## src/rtl/clause_programmer.sv

```systemverilog
// clause_programmer: loads one clause record (two literals, unit flag, SI bit) into one
// column of the clause array by sequencing the word-line / bit-line programming cycles.
//
// state | meaning
// ------+---------------------------------------------------------------
// IDLE  | waiting for a record, CL_READY high
// CLR   | all variable rows selected, enables of the target column cleared
// ROWL  | left-literal row written (also right enable when indices match)
// ROWR  | right-literal row written (skipped for unit or repeated index)
// SIGN  | sign row written: SI bit and literal polarities
// DONE  | PROG_DONE pulse, clause counter advanced
module clause_programmer #(
  parameter int NVAR = 60,
  parameter int NCOL = 16,
  parameter int IDXW = 6,
  parameter int COLW = 4,
  parameter int CNTW = 16
) (
  input  logic            CLK,
  input  logic            RESET,
  input  logic            CL_VALID,
  output logic            CL_READY,
  input  logic [COLW-1:0] CL_COL,
  input  logic [IDXW-1:0] CL_IDX_L,
  input  logic [IDXW-1:0] CL_IDX_R,
  input  logic            CL_NEG_L,
  input  logic            CL_NEG_R,
  input  logic            CL_UNIT,
  input  logic            CL_SI,
  output logic [NVAR-1:0] WL_SW,
  output logic            WL_SIGN,
  output logic [NCOL-1:0] BL_EN,
  output logic            BL_SI,
  output logic            BL_SL,
  output logic            BL_SR,
  output logic            SRAM_STATE,
  output logic            PROG_DONE,
  output logic            PROG_ERR,
  output logic [CNTW-1:0] CLAUSE_CNT
);

  typedef enum logic [2:0] {
    S_IDLE = 3'd0,
    S_CLR  = 3'd1,
    S_ROWL = 3'd2,
    S_ROWR = 3'd3,
    S_SIGN = 3'd4,
    S_DONE = 3'd5
  } state_t;

  localparam logic [COLW:0]   NCOL_L  = (COLW+1)'(NCOL);
  localparam logic [IDXW:0]   NVAR_L  = (IDXW+1)'(NVAR);
  localparam logic [NVAR-1:0] ONE_VAR = {{(NVAR-1){1'b0}}, 1'b1};
  localparam logic [NCOL-1:0] ONE_COL = {{(NCOL-1){1'b0}}, 1'b1};

  state_t          state, state_nx;
  logic [COLW-1:0] col_q, col_nx;
  logic [IDXW-1:0] idx_l_q, idx_l_nx;
  logic [IDXW-1:0] idx_r_q, idx_r_nx;
  logic            neg_l_q, neg_l_nx;
  logic            neg_r_q, neg_r_nx;
  logic            unit_q, unit_nx;
  logic            si_q, si_nx;

  logic            accept;
  logic            bad_rec;
  logic            err_nx;
  logic            same_idx_q;

  logic [NVAR-1:0] wl_sw_nx;
  logic            wl_sign_nx;
  logic [NCOL-1:0] bl_en_nx;
  logic            bl_si_nx;
  logic            bl_sl_nx;
  logic            bl_sr_nx;
  logic            done_nx;

  assign accept     = CL_VALID & CL_READY;
  assign same_idx_q = (idx_r_q == idx_l_q);

  // The right index only matters when the clause actually has a right literal.
  assign bad_rec = ({1'b0, CL_COL} >= NCOL_L) ||
                   ({1'b0, CL_IDX_L} >= NVAR_L) ||
                   (!CL_UNIT && ({1'b0, CL_IDX_R} >= NVAR_L));

  always_comb begin
    state_nx = state;
    col_nx   = col_q;
    idx_l_nx = idx_l_q;
    idx_r_nx = idx_r_q;
    neg_l_nx = neg_l_q;
    neg_r_nx = neg_r_q;
    unit_nx  = unit_q;
    si_nx    = si_q;
    err_nx   = 1'b0;
    case (state)
      S_IDLE: begin
        if (accept) begin
          col_nx   = CL_COL;
          idx_l_nx = CL_IDX_L;
          idx_r_nx = CL_IDX_R;
          neg_l_nx = CL_NEG_L;
          neg_r_nx = CL_NEG_R;
          unit_nx  = CL_UNIT;
          si_nx    = CL_SI;
          if (bad_rec) err_nx = 1'b1;
          else         state_nx = S_CLR;
        end
      end
      S_CLR:   state_nx = S_ROWL;
      S_ROWL:  state_nx = (unit_q || same_idx_q) ? S_SIGN : S_ROWR;
      S_ROWR:  state_nx = S_SIGN;
      S_SIGN:  state_nx = S_DONE;
      S_DONE:  state_nx = S_IDLE;
      default: state_nx = S_IDLE;
    endcase
  end

  // Outputs are decoded from the state being entered so they register with it.
  always_comb begin
    wl_sw_nx   = '0;
    wl_sign_nx = 1'b0;
    bl_en_nx   = '0;
    bl_si_nx   = 1'b0;
    bl_sl_nx   = 1'b0;
    bl_sr_nx   = 1'b0;
    done_nx    = 1'b0;
    case (state_nx)
      S_CLR: begin
        wl_sw_nx = '1;
        bl_en_nx = ONE_COL << col_nx;
      end
      S_ROWL: begin
        wl_sw_nx = ONE_VAR << idx_l_nx;
        bl_en_nx = ONE_COL << col_nx;
        bl_sl_nx = 1'b1;
        bl_sr_nx = !unit_nx && (idx_r_nx == idx_l_nx);
      end
      S_ROWR: begin
        wl_sw_nx = ONE_VAR << idx_r_nx;
        bl_en_nx = ONE_COL << col_nx;
        bl_sr_nx = 1'b1;
      end
      S_SIGN: begin
        // A unit clause stores a right sign that makes the absent term read as false.
        wl_sign_nx = 1'b1;
        bl_en_nx   = ONE_COL << col_nx;
        bl_si_nx   = si_nx;
        bl_sl_nx   = ~neg_l_nx;
        bl_sr_nx   = unit_nx ? 1'b1 : ~neg_r_nx;
      end
      S_DONE: done_nx = 1'b1;
      default: ;
    endcase
  end

  always_ff @(posedge CLK or posedge RESET) begin
    if (RESET) begin
      state      <= S_IDLE;
      col_q      <= '0;
      idx_l_q    <= '0;
      idx_r_q    <= '0;
      neg_l_q    <= 1'b0;
      neg_r_q    <= 1'b0;
      unit_q     <= 1'b0;
      si_q       <= 1'b0;
      CL_READY   <= 1'b0;
      WL_SW      <= '0;
      WL_SIGN    <= 1'b0;
      BL_EN      <= '0;
      BL_SI      <= 1'b0;
      BL_SL      <= 1'b0;
      BL_SR      <= 1'b0;
      SRAM_STATE <= 1'b0;
      PROG_DONE  <= 1'b0;
      PROG_ERR   <= 1'b0;
      CLAUSE_CNT <= '0;
    end else begin
      state      <= state_nx;
      col_q      <= col_nx;
      idx_l_q    <= idx_l_nx;
      idx_r_q    <= idx_r_nx;
      neg_l_q    <= neg_l_nx;
      neg_r_q    <= neg_r_nx;
      unit_q     <= unit_nx;
      si_q       <= si_nx;
      CL_READY   <= (state_nx == S_IDLE);
      WL_SW      <= wl_sw_nx;
      WL_SIGN    <= wl_sign_nx;
      BL_EN      <= bl_en_nx;
      BL_SI      <= bl_si_nx;
      BL_SL      <= bl_sl_nx;
      BL_SR      <= bl_sr_nx;
      SRAM_STATE <= (state_nx != S_IDLE);
      PROG_DONE  <= done_nx;
      PROG_ERR   <= err_nx;
      if (state == S_SIGN) CLAUSE_CNT <= CLAUSE_CNT + 1'b1;
    end
  end

endmodule
```

## config.mk

```make
export PLATFORM = sky130hd
export DESIGN_NAME = clause_programmer
export DESIGN_NICKNAME = d
export VERILOG_FILES = /design/src/rtl/clause_programmer.sv
export SDC_FILE = /design/constraint.sdc
export NUM_CORES = 1
export LEC_CHECK = 0
export CAP_MARGIN = 20
export CORE_MARGIN = 2
export CORE_UTILIZATION = 25
export DETAILED_ROUTE_END_ITERATION = 12
export PLACE_DENSITY = 0.54
export REMOVE_ABC_BUFFERS = 1
export SYNTH_ARGS = -nofsm -noshare
export SYNTH_HDL_FRONTEND = slang
export SYNTH_SLANG_ARGS = --single-unit
```

## constraint.sdc

```tcl
create_clock -name CLK -period 3.7 [get_ports CLK]
set_input_delay 0.74 -clock CLK [delete_from_list [all_inputs] [get_ports CLK]]
set_output_delay 0.74 -clock CLK [all_outputs]
set_load 0.03 [all_outputs]
```

==> results of run 1 <==
## cells by family (layout without fill, tap and decap cells)
logic type / count (synthesis) / in the layout
AOI/OAI and AO/OA: 134 / 134
xor gates and xnor gates: 28 / 28
adders and majority gates: 1 / 1
buffers and inverters: 40 / 178
DFF: 123 / 123
muxes: 24 / 24
and+or+nand+nor: 143 / 143
## Yosys cell counts, drive strengths merged, types with 2 or more instances
cell type,number
nand4,19
clkbuf,12
o21a,2
inv,15
a22oi,33
xnor2,16
nand2,50
a2111o,4
and2,3
dfrtp,123
buf,13
and3,5
o21ai,73
xor2,12
nor2b,11
a211o,2
nor2,25
mux2i,21
a21oi,10
mux2,3
or4,10
nand3,4
nand2b,3
o211ai,5
nor3,8
## sequential cells by signal, summed over array words and instances, names as in the netlist, 3 cells and up
| signal | flops |
|---|---|
| BL_EN | 16 |
| CLAUSE_CNT | 16 |
| state | 3 |
| WL_SW | 60 |
| col_q | 4 |
| idx_l_q | 6 |
| idx_r_q | 6 |
## layout by cell type, fill, tap and decap left out, types with 11 or more instances in the layout
master / instances
clkdlybuf4s50_1: 122
nand2_1: 48
nand4_1: 19
inv_1: 12
clkbuf_16: 17
mux2i_1: 18
dfrtp_1: 123
nor2_1: 24
xnor2_1: 16
xor2_1: 12
a22oi_1: 27
nor2b_1: 11
o21ai_1: 63
## final cells by class
cell class	count	area, um^2	share of cell area, %
flip-flops and latches	123	3080	41.0
multi-input cells	330	2140	28.5
repair buffers	131	1300	17.3
clock buffers	19	443	5.90
well taps	275	344	4.58
clock inverters	13	143	1.90
inverters	15	58.8	0.783
## through the flow
step	hold slack (ns)	utilization (%)	TNS [ns]
2_1_floorplan	0.435	-	-38.24
3_3_place_gp	0.450	32.7	0
3_5_place_dp	0.453	32.7	0
4_1_cts	0.468	35.5	0
5_1_grt	0.492	35.5	0
6_report	0.470	35.5	0
## worst paths after layout
check / end / slack [ns] / cells after the start
worst max-delay path: BL_EN[11] / 1.00 / 7
worst min-delay path: neg_l_q / 0.47 / 2
worst max register to register: WL_SW[43] / 1.13 / 6
worst min register to register: neg_l_q / 0.47 / 2
max in group asynchronous: idx_l_q[2] / 2.14 / 3
min in group asynchronous: WL_SW[25] / 0.76 / 2
## layer usage
layer  global-route usage [%]  up-vias  wire length, um
li1                         -     2019                -
met1                     19.3     2013             7100
met2                     22.2      111             7260
met3                     3.46        6              877
met4                     4.81        0               80
met5                        0        -                0
## power groups by stage
stage	clock [uW]	sequential (uW)	combinational, uW
2_1_floorplan	0	2480	1080
3_3_place_gp	0	1990	2560
3_5_place_dp	0	1990	2590
4_1_cts	1670	1970	2600
5_1_grt	1730	2020	2790
6_report	1620	1960	2570
## worst register-to-register path, delay by kind of cell (launching register included)
kind / cells / cell delay (ns)
AO/OA/AOI/OAI: 3 / 1.01
flip-flops: 1 / 0.46
AND/OR/NAND/NOR: 1 / 0.43
buffers and inverters: 1 / 0.33
XOR/XNOR: 1 / 0.20
==> results.cfg, run 1 <==
[run_status]
status = completed

[route]
drtAntennaViolNets = 0
drtIter0Drc = 262
wl_um = 15300
num_vias = 4149
drt-wirelength-per-cell_um = 16.9
drc_errors = 0
firstDrtPassIters = 4
vias_per_cell = 4.58

[power_and_ir_drop]
p_total_uw = 6160
p_per_area_nw_per_um2 = 821
p_sw_share_pct = 40.4
p_leak_uw = 0.00333
p_switching_uw = 2490
ir_drop_mv = 0.352
internal_power_uw = 3670
combPwrFrac_pct = 41.7
clkPwrFrac_pct = 26.4
pwr-share-seq_pct = 31.9

[global_route]
grt_overflow = 0
grt_pass1_wl_um = 24400
grt_max_degree = 76
grt_usage_pct = 14.2
antenna_found_initial = 0
grt_pass1_vias = 4249

[clock_tree]
cts_hold_buf = 0
clock_path_buffers = 2
cts_setup_buffers = 0
root_buffer = clkbuf_16
cts_made_buffers = 17
clk_pin_slew_ns = 0.06
htreeDepth = 4
cts.sinks = 123
cts_tree = yes
cts_resized = 0
insertion_delay_ns = 0.42

[synth]
synth_top_family_by_area = compound AO/OA/AOI/OAI gates
synth-main-ff-cell = dfrtp_1
avgSynthCellArea_um2 = 11.0
synth_area_leader_cell = dfrtp_1
yosys_warnings = 0
synth-seq-cells = 123
synthSimpleGateAreaFrac_pct = 14.2
synthMuxAreaShare_pct = 4.88
async_reset_ff_share_pct = 100
yosysSeqAreaShare_pct = 56.9
synth_cell_types = 48
synth_top_area_share_pct = 56.9
synth_area_um2 = 5410
synth_fa_ha_area_share_pct = 0.231
synth_area_leaders = dfrtp_1 (57%), o21ai_1 (5.8%), a22oi_1 (3.7%)
synth-compound-area-share_pct = 15.7
synth_edf_count = 0
synth_xor_area_share_pct = 4.53
syn_inst = 493

[place]
routabilityCongestion = 0.825
place_inst = 874
dp_hpwl_um = 11200
post-place-ws_ns = 0.599
placed_area_um2 = 6920
io_buffers = 122

[die]
die_y_um = 151
rows = 53
ioPinCount = 123
coreArea_um2 = 21200
die_area_um2 = 22800
start_util_pct = 25.6
die_w_um = 151

[sta]
fin_crit_ns = 2.70
finalHoldViolCount = 0
slew_violations = 0
finalCritPeriodShare_pct = 72.9
fin_skew_ns = 0.0161
max_freq_mhz = 371
setup_viol_count_final = 0
finalWorstSetupSlack_ns = 1.00
relSlewSlack_pct = 59.9
rsz0062_at_grt = no
tightest_slew_ns = 0.602

[setup_path]
cpMaxStageDelayCell = clkdlybuf4s50_1
cp.required_ns = 4.03
path_max_fanout = 21
max_stage_delay_ns = 0.49
cp_cell_sequence = clkdlybuf4s50_1 -> and4bb_1 -> nand2_4 -> mux2i_1 -> inv_1 -> a2111o_1 -> nor3_2
worst_ep_arrival_time_ns = 3.03
rr_startpoint = idx_r_q[0]
start_kind = input pin
setup.worst_path.start = CL_VALID
crit_buf_inv = 2
path_class = in2reg
crit_family = simple AND/OR/NAND/NOR gates
worst_setup_path_end_kind = flip-flop

[cells_and_area]
fin_nets = 642
final_cells = 906
fillers = 2099
drive_gt1_share_pct = 10.3
synthToLayoutAreaGrowth_pct = 38.8
final_area_um2 = 7510
antennaDiodeCount = 0

[worst_hold_path]
hold_path.class = reg2reg
min-delay-start = neg_l_q

[job]
maxCapViolCount = 0
Note: power is estimated with default switching activity, not from simulation.
==> inputs of run 2 (changes only) <==
--- a/config.mk
+++ b/config.mk
@@ -9,7 +9,7 @@
 export CORE_MARGIN = 2
 export CORE_UTILIZATION = 25
 export DETAILED_ROUTE_END_ITERATION = 12
-export PLACE_DENSITY = 0.54
+export PLACE_DENSITY = 0.53
 export REMOVE_ABC_BUFFERS = 1
 export SYNTH_ARGS = -nofsm -noshare
 export SYNTH_HDL_FRONTEND = slang
==> constraint.sdc (replaced) <==
create_clock -name CLK -period 2.78 [get_ports CLK]
set_input_delay 0.556 -clock CLK [delete_from_list [all_inputs] [get_ports CLK]]
set_output_delay 0.556 -clock CLK [all_outputs]
set_load 0.03 [all_outputs]
==> run 2 against run 1 <==
Compared with the run above:
- first-iteration DRC count down 14%
- clock skew shrank 0.0020 ns
- global-route usage rose by 0.14 points
- final cell count rose by 1.8%
- clock power up 42%
- via count is 3.4% higher
- critical path depth stayed put
==> results.cfg, run 2 (same netlist as run 1, synthesis figures left out) <==
[cells_and_area]
antennaDiodeCount = 0
utilization_pct = 36.4
register_area_um2 = 3080
reg_top3 = WL_SW (60), BL_EN (16), CLAUSE_CNT (16)
synthToLayoutAreaGrowth_pct = 42.4
final_cell_mix = dfrtp_1 (123), clkdlybuf4s50_1 (122), o21ai_1 (63)
multi_input_area_um2 = 2140
fillers = 2102
regMostFlops = WL_SW
drive_gt1_share_pct = 12.7
final_common_cell = dfrtp_1
fin_nets = 659
largest_reg_flops = 60
final_area_um2 = 7700

[sta]
tightest_slew_ns = 0.681
max_freq_mhz = 436
fin_crit_ns = 2.29
rsz0062_at_grt = no
slew_violations = 0
relSlewSlack_pct = 54.6
setup_viol_count_final = 0
fin_skew_ns = 0.0140
finalHoldViolCount = 0
finalCritPeriodShare_pct = 82.5

[setup_path]
worst_setup_path_end_kind = flip-flop
start_kind = input pin
worst_ep_arrival_time_ns = 2.64
cp.required_ns = 3.12
path_class = in2reg
r2r_cells = 6
path_max_fanout = 29

[die]
die_area_um2 = 22800
start_util_pct = 25.6
coreArea_um2 = 21200
ioPinCount = 123
rows = 53
die_y_um = 151
die_w_um = 151

[clock_tree]
insertion_delay_ns = 0.42
clk_pin_slew_ns = 0.06
htreeDepth = 4
cts_made_buffers = 17
clock_path_buffers = 2
root_buffer = clkbuf_16
cts_tree = yes
cts_resized = 0
cts_setup_buffers = 0
cts.sinks = 123
cts_hold_buf = 0

[global_route]
gr-usage-met1_pct = 18.8
grt_pass1_wl_um = 24400
grt_usage_pct = 14.3
grt.met3_usage_pct = 4.01
top_usage_layer = met2
grt_overflow = 0
grt_pass1_vias = 4358
grt_max_degree = 124
grt_use_met2_pct = 22.4
antenna_found_initial = 0

[place]
routabilityCongestion = 0.847
dp_hpwl_um = 11200
placed_area_um2 = 7090
io_buffers = 122

[route]
num_vias = 4292
wl_um = 15400
drt-wirelength-per-cell_um = 16.7
vias_per_cell = 4.66
drc_errors = 0
firstDrtPassIters = 4
drtAntennaViolNets = 0
drtIter0Drc = 226

[job]
maxCapViolCount = 0

[power_and_ir_drop]
p_leak_uw = 0.00344
ir_drop_mv = 0.456
p_total_uw = 8510
p_per_area_nw_per_um2 = 1110

[run_status]
status = completed

[worst_hold_path]
min_path_cells = 2
hold_path.class = reg2reg
==> run 2: changes by cell type in the layout (fill, tap and decap cells not counted) <==
| cell | delta |
|---|---|
| buf_12 | +3 |
| clkbuf_1 | -1 |
| clkbuf_8 | +1 |
| inv_6 | +2 |
| bufinv_16 | +1 |
| buf_4 | +14 |
| clkinv_2 | -2 |
| clkinvlp_4 | +1 |
| clkinv_4 | -3 |
==> run 2: stage by stage <==
stage	setup TNS (ns)	hold WS, ns	std cells	worst slack (ns)
6_report	0	0.469	922	0.487
5_1_grt	0	0.497	922	0.352
4_1_cts	0	0.474	922	0.481
3_5_place_dp	0	0.460	891	0.0813
3_3_place_gp	0	0.449	891	0.0985
2_1_floorplan	-154.38	0.435	468	-1.05
==> run 2: where the power goes <==
group	internal (uW)	switching, uW	total (uW)
clock	1460	837	2300
combinational	1400	2200	3600
sequential	2290	329	2620
total	5150	3360	8510
==> run 2: layout make-up <==
type / count / share of cell area, %
inverter: 15 / 0.764
clock inverter: 12 / 2.10
tap: 275 / 4.47
timing repair buffer: 148 / 19.0
clock buffer: 19 / 5.88
multi-input combinational: 330 / 27.8
sequential: 123 / 40.0
==> run 2: path summary, 6_finish.rpt <==
kind | from | end | slack [ns]
max | CL_VALID | WL_SW[32] | 0.49
min | si_q | si_q | 0.47
max reg2reg | idx_r_q[4] | WL_SW[14] | 0.51
min reg2reg | si_q | si_q | 0.47
max in group asynchronous | RESET | idx_r_q[2] | 1.61
min in group asynchronous | RESET | WL_SW[14] | 0.64
==> run 2: critical path, cell delays in order <==
cell	delay (ns)
clkdlybuf4s50_1	0.49
nand4bb_1	0.20
buf_12	0.22
or4_1	0.43
and2_1	0.16
o21a_1	0.35
o21ai_1	0.22
==> run 2: per-layer routing <==
metal  share of wire [%]  vias to the layer above  routed length (um)
met1                  45                     2087                6990
li1                    -                     2045                   -
met2                  47                      144                7180
met4                 1.7                        0                 267
met3                 6.4                       16                 994
met5                   0                        -                   0
==> inputs of run 3 (changes only) <==
==> constraint.sdc (replaced) <==
create_clock -name CLK -period 2.3 [get_ports CLK]
set_input_delay 0.46 -clock CLK [delete_from_list [all_inputs] [get_ports CLK]]
set_output_delay 0.46 -clock CLK [all_outputs]
set_load 0.03 [all_outputs]
==> run 3 against run 2 <==
Compared with the run above:
- global-route usage rose by 0.48 points
- sequential share of layout area down 1.8 points
- first-iteration DRC count increased by 0.44%
- die area unchanged
- combinational power increased by 31%
- non-clock buffer count up 46
- final area grew 4.7%
- core utilization rose by 1.7 points
- largest cell class unchanged
==> results.cfg, run 3 (same netlist as run 1, synthesis figures left out) <==
[power_and_ir_drop]
clkPwrFrac_pct = 26.2
combPwrFrac_pct = 44.3
p_per_area_nw_per_um2 = 1320
ir_drop_mv = 0.625
p_leak_uw = 0.00365
p_switching_uw = 4150
p_sw_share_pct = 39.0
internal_power_uw = 6490
pwr-share-seq_pct = 29.6

[worst_hold_path]
hold_path.class = in2async

[place]
routabilityCongestion = 0.863
io_buffers = 122
placed_area_um2 = 7440
dp_hpwl_um = 12100
place_inst = 937
post-place-ws_ns = -0.268

[route]
drtAntennaViolNets = 0
firstDrtPassIters = 4
drc_errors = 0
num_vias = 4427
wl_um = 16100
vias_per_cell = 4.57
drt-wirelength-per-cell_um = 16.6
drtIter0Drc = 227

[setup_path]
path_max_fanout = 17
cp_cell_sequence = xnor2_1 -> and3_1 -> a21o_1 -> buf_12 -> mux2i_1 -> a21oi_1
cpMaxStageDelayCell = dfrtp_1
max_stage_delay_ns = 0.45
worst_ep_arrival_time_ns = 2.45
setup.worst_path.start = idx_r_q[1]
r2r_cells = 6
start_kind = flip-flop
cp.required_ns = 2.57
worst_setup_path_end_kind = flip-flop
rr_startpoint = idx_r_q[1]
path_class = reg2reg

[sta]
fin_crit_ns = 2.19
setup_viol_count_final = 0
relSlewSlack_pct = 70.0
max_freq_mhz = 457
finalWorstSetupSlack_ns = 0.114
rsz0062_at_grt = yes
hold-worst-slack_ns = 0.411
slew_violations = 0
tns_ns = 0
finalHoldViolCount = 0
fin_skew_ns = 0.0139
tightest_slew_ns = 0.437
finalCritPeriodShare_pct = 95.0

[run_status]
status = completed

[clock_tree]
clk_pin_slew_ns = 0.06
cts_hold_buf = 0
cts_resized = 0
cts.sinks = 123
cts_made_buffers = 17
root_buffer = clkbuf_16
htreeDepth = 4
cts_setup_buffers = 0
clock_path_buffers = 2
cts_tree = yes
insertion_delay_ns = 0.42

[global_route]
grt_usage_pct = 14.8
grt_pass1_vias = 4589
grt_max_degree = 63
grt_pass1_wl_um = 25200
grt_overflow = 0
antenna_found_initial = 0

[die]
die_area_um2 = 22800
ioPinCount = 123
coreArea_um2 = 21200
die_y_um = 151
die_w_um = 151
rows = 53
start_util_pct = 25.6

[cells_and_area]
final_cell_mix = dfrtp_1 (123), clkdlybuf4s50_1 (122), buf_4 (67)
drive_gt1_share_pct = 18.6
final_cells = 968
reg_top3 = WL_SW (60), BL_EN (16), CLAUSE_CNT (16)
fin_nets = 705
final_area_um2 = 8070
regMostFlops = WL_SW
largest_reg_flops = 60
antennaDiodeCount = 0
final_common_cell = dfrtp_1
fillers = 2061
synthToLayoutAreaGrowth_pct = 49.1

[job]
maxCapViolCount = 0
==> run 3: cell types whose count changed in the layout (fill, tap and decap cells not counted), sizes merged <==
cell / previous run / this run
inv: 19 / 17
buf: 26 / 72
clkinv: 2 / 4
==> run 3: critical path: cells and delay by family, from the launching register on <==
family                 cells  cell delay (ns)
flip-flops                 1             0.45
AND/OR/NAND/NOR            1             0.29
buffers and inverters      1             0.21
AO/OA/AOI/OAI              2             0.46
multiplexers               1             0.39
XOR/XNOR                   1             0.24
==> run 3: per-stage QoR <==
stage | total power [uW] | util (%)
floorplan | 5730 | -
global placement | 7890 | 35.2
detailed placement | 7910 | 35.2
CTS | 10800 | 38.1
global route | 11300 | 38.1
finish | 10600 | 38.1
==> run 3: path summary, 6_finish.rpt <==
path	to	slack (ns)
setup / recovery	WL_SW[46]	0.11
hold / removal	idx_l_q[2]	0.41
setup reg to reg	WL_SW[46]	0.11
hold reg to reg	CLAUSE_CNT[15]	0.46
max in group asynchronous	WL_SW[0]	1.31
min in group CLK	CLAUSE_CNT[15]	0.46
==> run 3: cell type report <==
type / count / area (um^2) / share of cell area (%)
flip-flops and latches: 123 / 3080 / 38.2
multi-input cells: 330 / 2140 / 26.6
repair buffers: 194 / 1820 / 22.6
clock buffers: 19 / 453 / 5.62
well taps: 275 / 344 / 4.27
clock inverters: 12 / 165 / 2.05
inverters: 15 / 58.8 / 0.729
==> run 3: power by group through the flow <==
stage / Combinational, uW / Sequential [uW] / Clock, uW
after global routing: 5080 / 3230 / 2960
final: 4710 / 3150 / 2780
after global placement: 4710 / 3180 / 0
after CTS: 4750 / 3160 / 2850
after floorplan: 1740 / 3990 / 0
after detailed placement: 4720 / 3190 / 0
==> run 3: layer usage <==
layer | global-route usage (%) | wire length (um)
met3 | 3.67 | 818
met4 | 4.67 | 232
met5 | 0 | 0
met1 | 20.0 | 7550
met2 | 23.4 | 7490
